$ cat config.mk
export PLATFORM = sky130hd
export DESIGN_NAME = pzcorebus_write_order_gate
export DESIGN_NICKNAME = d
export VERILOG_FILES = /design/src/rtl/pzcorebus_pkg.sv /design/src/rtl/pzcorebus_write_order_gate_queue.sv /design/src/rtl/pzcorebus_write_order_gate.sv
export SDC_FILE = /design/constraint.sdc
export NUM_CORES = 1
export LEC_CHECK = 0
export ABC_AREA = 0
export BUFFER_PORTS_ARGS = -buffer_cell sky130_fd_sc_hd__buf_4
export CAP_MARGIN = 25
export CORE_UTILIZATION = 30
export CTS_CLUSTER_DIAMETER = 40
export DETAILED_ROUTE_END_ITERATION = 12
export REMOVE_ABC_BUFFERS = 1
export SLEW_MARGIN = 5
export SYNTH_ARGS = -nofsm -noshare
export SYNTH_HDL_FRONTEND = slang
export SYNTH_SLANG_ARGS = --single-unit
$ cat constraint.sdc
create_clock -name i_clk -period 4.15 [get_ports i_clk]
set_input_delay 0 -clock i_clk [delete_from_list [all_inputs] [get_ports i_clk]]
set_output_delay 0 -clock i_clk [all_outputs]
set_load 0.005 [all_outputs]
$ cat src/rtl/pzcorebus_pkg.sv
// Shared types and helpers for the corebus write-order gate.
package pzcorebus_pkg;

  typedef enum logic {
    IDLE,
    BURST
  } data_state_e;

  // An encoded length of zero stands for the longest burst the bus allows.
  function automatic int unsigned decode_burst_length(
    input int unsigned length,
    input int unsigned max_length
  );
    return (length == 0) ? max_length : length;
  endfunction

endpackage

$ cat src/rtl/pzcorebus_write_order_gate_queue.sv
// Burst-length FIFO holding one entry per accepted write command whose data is incomplete.
module pzcorebus_write_order_gate_queue
  import pzcorebus_pkg::*;
#(
  parameter int DEPTH = 4,
  parameter int WIDTH = 9,
  localparam int PTR_W = (DEPTH > 1) ? $clog2(DEPTH) : 1,
  localparam int CNT_W = $clog2(DEPTH + 1)
) (
  input  logic             clk,
  input  logic             rst_n,
  input  logic             push,
  input  logic [WIDTH-1:0] push_data,
  input  logic             pop,
  output logic [WIDTH-1:0] head,
  output logic             full,
  output logic             empty,
  output logic [CNT_W-1:0] count
);

  logic [WIDTH-1:0] mem [DEPTH];
  logic [PTR_W-1:0] wr_ptr;
  logic [PTR_W-1:0] rd_ptr;

  function automatic logic [PTR_W-1:0] next_ptr(input logic [PTR_W-1:0] ptr);
    return (ptr == PTR_W'(DEPTH - 1)) ? '0 : ptr + PTR_W'(1);
  endfunction

  always_ff @(posedge clk) begin
    if (push) mem[wr_ptr] <= push_data;
  end

  always_ff @(posedge clk or negedge rst_n) begin
    if (!rst_n) begin
      wr_ptr <= '0;
      rd_ptr <= '0;
      count  <= '0;
    end else begin
      if (push) wr_ptr <= next_ptr(wr_ptr);
      if (pop)  rd_ptr <= next_ptr(rd_ptr);
      case ({push, pop})
        2'b10:   count <= count + CNT_W'(1);
        2'b01:   count <= count - CNT_W'(1);
        default: count <= count;
      endcase
    end
  end

  assign head  = mem[rd_ptr];
  assign full  = (count == CNT_W'(DEPTH));
  assign empty = (count == '0);

endmodule

$ cat src/rtl/pzcorebus_write_order_gate.sv
// Corebus write-order gate: holds write data until its command is accepted.
// Optional zero-latency bypass when PZCOREBUS_WRITE_ORDER_GATE_BYPASS_EN is defined.
//
// state | meaning
// IDLE  | no write command awaiting data
// BURST | head burst in progress, beat_count beats already passed
module pzcorebus_write_order_gate
  import pzcorebus_pkg::*;
#(
  parameter int MAX_BURST_LENGTH = 256,
  parameter int DEPTH            = 4,
  parameter int BL_WIDTH         = $clog2(MAX_BURST_LENGTH + 1),
  localparam int PEND_W          = $clog2(DEPTH + 1)
) (
  input  logic                i_clk,
  input  logic                i_rst_n,
  input  logic                i_mcmd_valid,
  input  logic                i_mcmd_with_data,
  input  logic [BL_WIDTH-1:0] i_mburst_length,
  output logic                o_scmd_accept,
  output logic                o_mcmd_valid,
  input  logic                i_scmd_accept,
  input  logic                i_mdata_valid,
  input  logic                i_mdata_last,
  output logic                o_sdata_accept,
  output logic                o_mdata_valid,
  input  logic                i_sdata_accept,
  output logic [PEND_W-1:0]   o_pending,
  output logic                o_error,
  output logic                o_error_sticky
);

  data_state_e         state;
  logic [BL_WIDTH-1:0] beat_count;
  logic [BL_WIDTH-1:0] cmd_length;
  logic [BL_WIDTH-1:0] queue_head;
  logic [BL_WIDTH-1:0] head_length;
  logic                full;
  logic                empty;
  logic                cmd_block;
  logic                cmd_push;
  logic                bypass;
  logic                data_open;
  logic                data_ack;
  logic                burst_end;
  logic                push;
  logic                pop;

  assign cmd_block     = i_mcmd_with_data && full;
  assign o_mcmd_valid  = i_mcmd_valid && !cmd_block;
  assign o_scmd_accept = i_scmd_accept && !cmd_block;
  assign cmd_push      = o_mcmd_valid && i_scmd_accept && i_mcmd_with_data;
  assign cmd_length    = BL_WIDTH'(decode_burst_length(32'(i_mburst_length), MAX_BURST_LENGTH));

`ifdef PZCOREBUS_WRITE_ORDER_GATE_BYPASS_EN
  assign bypass = empty && cmd_push;
`else
  assign bypass = 1'b0;
`endif

  assign head_length    = bypass ? cmd_length : queue_head;
  assign data_open      = !empty || bypass;
  assign o_mdata_valid  = i_mdata_valid && data_open;
  assign o_sdata_accept = i_sdata_accept && data_open;
  assign data_ack       = o_mdata_valid && i_sdata_accept;
  assign burst_end      = (beat_count + BL_WIDTH'(1)) == head_length;

  // A burst finishing in its own bypass cycle never needs a queue entry.
  assign pop  = data_ack && burst_end && !bypass;
  assign push = cmd_push && !(bypass && data_ack && burst_end);

  pzcorebus_write_order_gate_queue #(
    .DEPTH (DEPTH),
    .WIDTH (BL_WIDTH)
  ) u_queue (
    .clk       (i_clk),
    .rst_n     (i_rst_n),
    .push      (push),
    .push_data (cmd_length),
    .pop       (pop),
    .head      (queue_head),
    .full      (full),
    .empty     (empty),
    .count     (o_pending)
  );

  always_ff @(posedge i_clk or negedge i_rst_n) begin
    if (!i_rst_n) begin
      state          <= IDLE;
      beat_count     <= '0;
      o_error        <= 1'b0;
      o_error_sticky <= 1'b0;
    end else begin
      o_error <= data_ack && (i_mdata_last != burst_end);
      if (data_ack && (i_mdata_last != burst_end)) o_error_sticky <= 1'b1;
      if (data_ack) beat_count <= burst_end ? '0 : beat_count + BL_WIDTH'(1);
      case (state)
        IDLE:    if (push) state <= BURST;
        BURST:   if (pop && !push && (o_pending == PEND_W'(1))) state <= IDLE;
        default: state <= IDLE;
      endcase
    end
  end

endmodule
==> results.ini <==
[timing]
setup-violations-final = 0
slew_headroom_pct = 61.4
rsz0062_at_grt = false
timing.fmax_mhz = 293
min_period_ns = 3.42
tightestPinTransition_ns = 0.578
finalCritPeriodShare_pct = 82.3
fin_setup_tns_ns = 0
final-hold-violation-count = 0
drv_slew = 0
skew_ns = 0.00984
holdWs_ns = 0.0586

[clock_tree]
cts-resized-gates = 0
cts.sinks = 54
ctsHoldBuffers = 10
tritoncts = done
clockRootBuffer = clkbuf_8
htree_num_levels = 2
cts_setup_buffers = 0
cts_made_buffers = 5
clk-insertion-delay-late_ns = 0.32
clk_pin_slew_ns = 0.11
ctsLongestPathBuffers = 2

[yosys]
synth_edf_count = 36
synth_top_area_share_pct = 40.8
synthTopCellsByCount = edfxtp_1, nand2_1, dfrtp_1
ys_warn_count = 0
synth_flop_cell = edfxtp_1
ys_seq_elements = 54
synthDistinctLibCells = 40
yosysMostFrequentCell = edfxtp_1
synth_area_um2 = 2650
syn_avg_cell_area_um2 = 13.9
synthCells = 191
synth-seq-area-share_pct = 57.7
yosysTopAreaCell = edfxtp_1
synth.area.top_cells = edfxtp_1, dfrtp_1, mux4_1, mux4_2, ha_1
synthArstFlopShare_pct = 33.3

[power_and_ir_drop]
clockPowerShare_pct = 22.9
seq_power_share_pct = 51.0
ir_drop_v = 0.000169
p_sw_mw = 0.460
intPower_mw = 0.951
total_power_mw = 1.41
combPwrFrac_pct = 26.1
power_density_nw_per_um2 = 454
p_leak_nw = 1.16
swShare_pct = 32.6

[detailed_routing]
ant_nets = 0
wl_per_cell_um = 15.0
route.detailed.drc = 0
drt_pass1_iterations = 4
vias = 1554
vias_per_cell = 4.80
routed_wl_mm = 4.85
drtIter0Drc = 75

[placed_design]
gp_congestion = 0.736
postPlaceCellArea_um2 = 2910
numPortBuffers = 25
place_hpwl_mm = 3.39

[critical_path]
r2r_cells = 10
r2r_setup_slack_ns = 0.73
critical_path_class = flip-flop to flip-flop
crit_end = u_queue.count[2]$_DFFE_PN0P_
r2r-start = u_queue.rd_ptr[0]$_DFFE_PN0P_
path_max_fanout = 12
crit_path_start = u_queue.rd_ptr[0]$_DFFE_PN0P_
crit_path_end_kind = flip-flop
r2r-end = u_queue.count[2]$_DFFE_PN0P_
worst_setup_path_start_kind = flip-flop
required_ns = 4.40
arrival_ns = 3.67

[global_routing]
grt_pass1_wl_mm = 7.76
track_usage_pct = 11.6
antenna_found_initial = 0
gr-total-overflow = 0
grt_pass1_vias = 1511
grt_max_degree = 20

[cells_and_area]
layout-drive-gt1-share_pct = 21.0
antenna_cells = 0
syn2layout_area_growth_pct = 17.1
stdcell_area_um2 = 3110
utilization_pct = 37.1
nNetsFinal = 243

[run_status]
status = finished, final reports clean

[min_path]
hold_path_class = input port to flip-flop

[die]
rows = 33
die_y_um = 96.0
io_pins = 26
initial_core_util_pct = 31.6
core_area_um2 = 8380
fp.dieW_um = 96.0
die_area_um2 = 9220

[run]
maxCapViolCount = 0

==> per-stage QoR <==
stage | setup WS (ns) | std cells
3_5_place_dp | 0.676 | 306
6_report | 0.733 | 324
4_1_cts | 0.646 | 324
3_3_place_gp | 0.759 | 306
5_1_grt | 0.431 | 324
2_1_floorplan | 0.993 | 176
==> layout make-up <==
class | count | area [um^2]
Fill cell | 817 | 5280
Timing Repair Buffer | 35 | 288
Clock inverter | 3 | 28.8
Tap cell | 105 | 131
Clock buffer | 5 | 68.8
Sequential cell | 54 | 1530
Multi-Input combinational cell | 115 | 1030
Inverter | 7 | 26.3
==> kinds of logic (layout without fill, tap and decap cells) <==
family | Yosys count | in the layout | share of synthesized area, %
xor+xnor | 14 | 14 | 6.79
compound gates | 17 | 17 | 4.62
simple gates | 63 | 63 | 13.4
flops | 54 | 54 | 57.7
mux | 13 | 13 | 9.95
buf+inv | 22 | 50 | 3.40
fa+ha+maj | 8 | 8 | 4.06
==> critical path: stages, from the launching register on <==
cell and delay [ns]:
dfrtp_1 0.73, mux4_2 0.59, xor3_2 0.46, nand2b_1 0.23, nor4_1 0.27, ha_1 0.23, inv_1 0.06, fa_1 0.37
xor2_1 0.15, nor2_1 0.11, xor2_1 0.15
==> worst min-delay path by stage <==
stage          depth (start not counted)                from  slack, ns                      endpoint
2_1_floorplan                          0             i_rst_n      -0.30     beat_count[0]$_DFFE_PN0P_
3_3_place_gp                           1             i_rst_n      -0.11  u_queue.count[0]$_DFFE_PN0P_
3_5_place_dp                           1             i_rst_n      -0.10  u_queue.count[0]$_DFFE_PN0P_
4_1_cts                                2  i_mburst_length[8]       0.04   u_queue.mem[2][8]$_DFFE_PP_
5_1_grt                                2  i_mburst_length[8]       0.06   u_queue.mem[2][8]$_DFFE_PP_
6_report                               2  i_mburst_length[8]       0.06   u_queue.mem[2][8]$_DFFE_PP_
==> placed cells by master (no fill, tap or decap), drive strengths merged, types with 2 or more instances in the layout <==
cell / n
and2: 5
buf: 25
clkbuf: 5
clkinv: 2
dfrtp: 18
dlygate4sd3: 10
edfxtp: 36
ha: 7
inv: 8
mux2: 2
mux2i: 2
mux4: 9
nand2: 21
nand2b: 2
nand3: 5
nor2: 9
nor2b: 4
nor3: 5
nor4: 4
o21ai: 6
o22ai: 4
o31ai: 3
or3: 3
xnor2: 5
xnor3: 3
xor2: 5
==> metal layers <==
layer	vias to the layer above	track usage, %	wire [um]
met1	768	15.9	2440
met2	32	18.3	2180
met4	0	3.36	54
met3	7	2.84	172
li1	747	-	-
met5	-	0	0
==> power groups by stage <==
stage	sequential, mW	clock, mW	combinational (mW)
finish	0.720	0.323	0.368
global route	0.733	0.349	0.416
CTS	0.722	0.331	0.376
detailed placement	0.734	0	0.367
global placement	0.732	0	0.360
floorplan	0.712	0	0.257
==> state kept, by name, summed over array words and instances (netlist names) <==
register / cells
u_queue.mem: 36
beat_count: 9
u_queue.count: 3
u_queue.rd_ptr: 2
u_queue.wr_ptr: 2
o_error: 1
o_error_sticky: 1
Power figures use the tool's default switching activity.
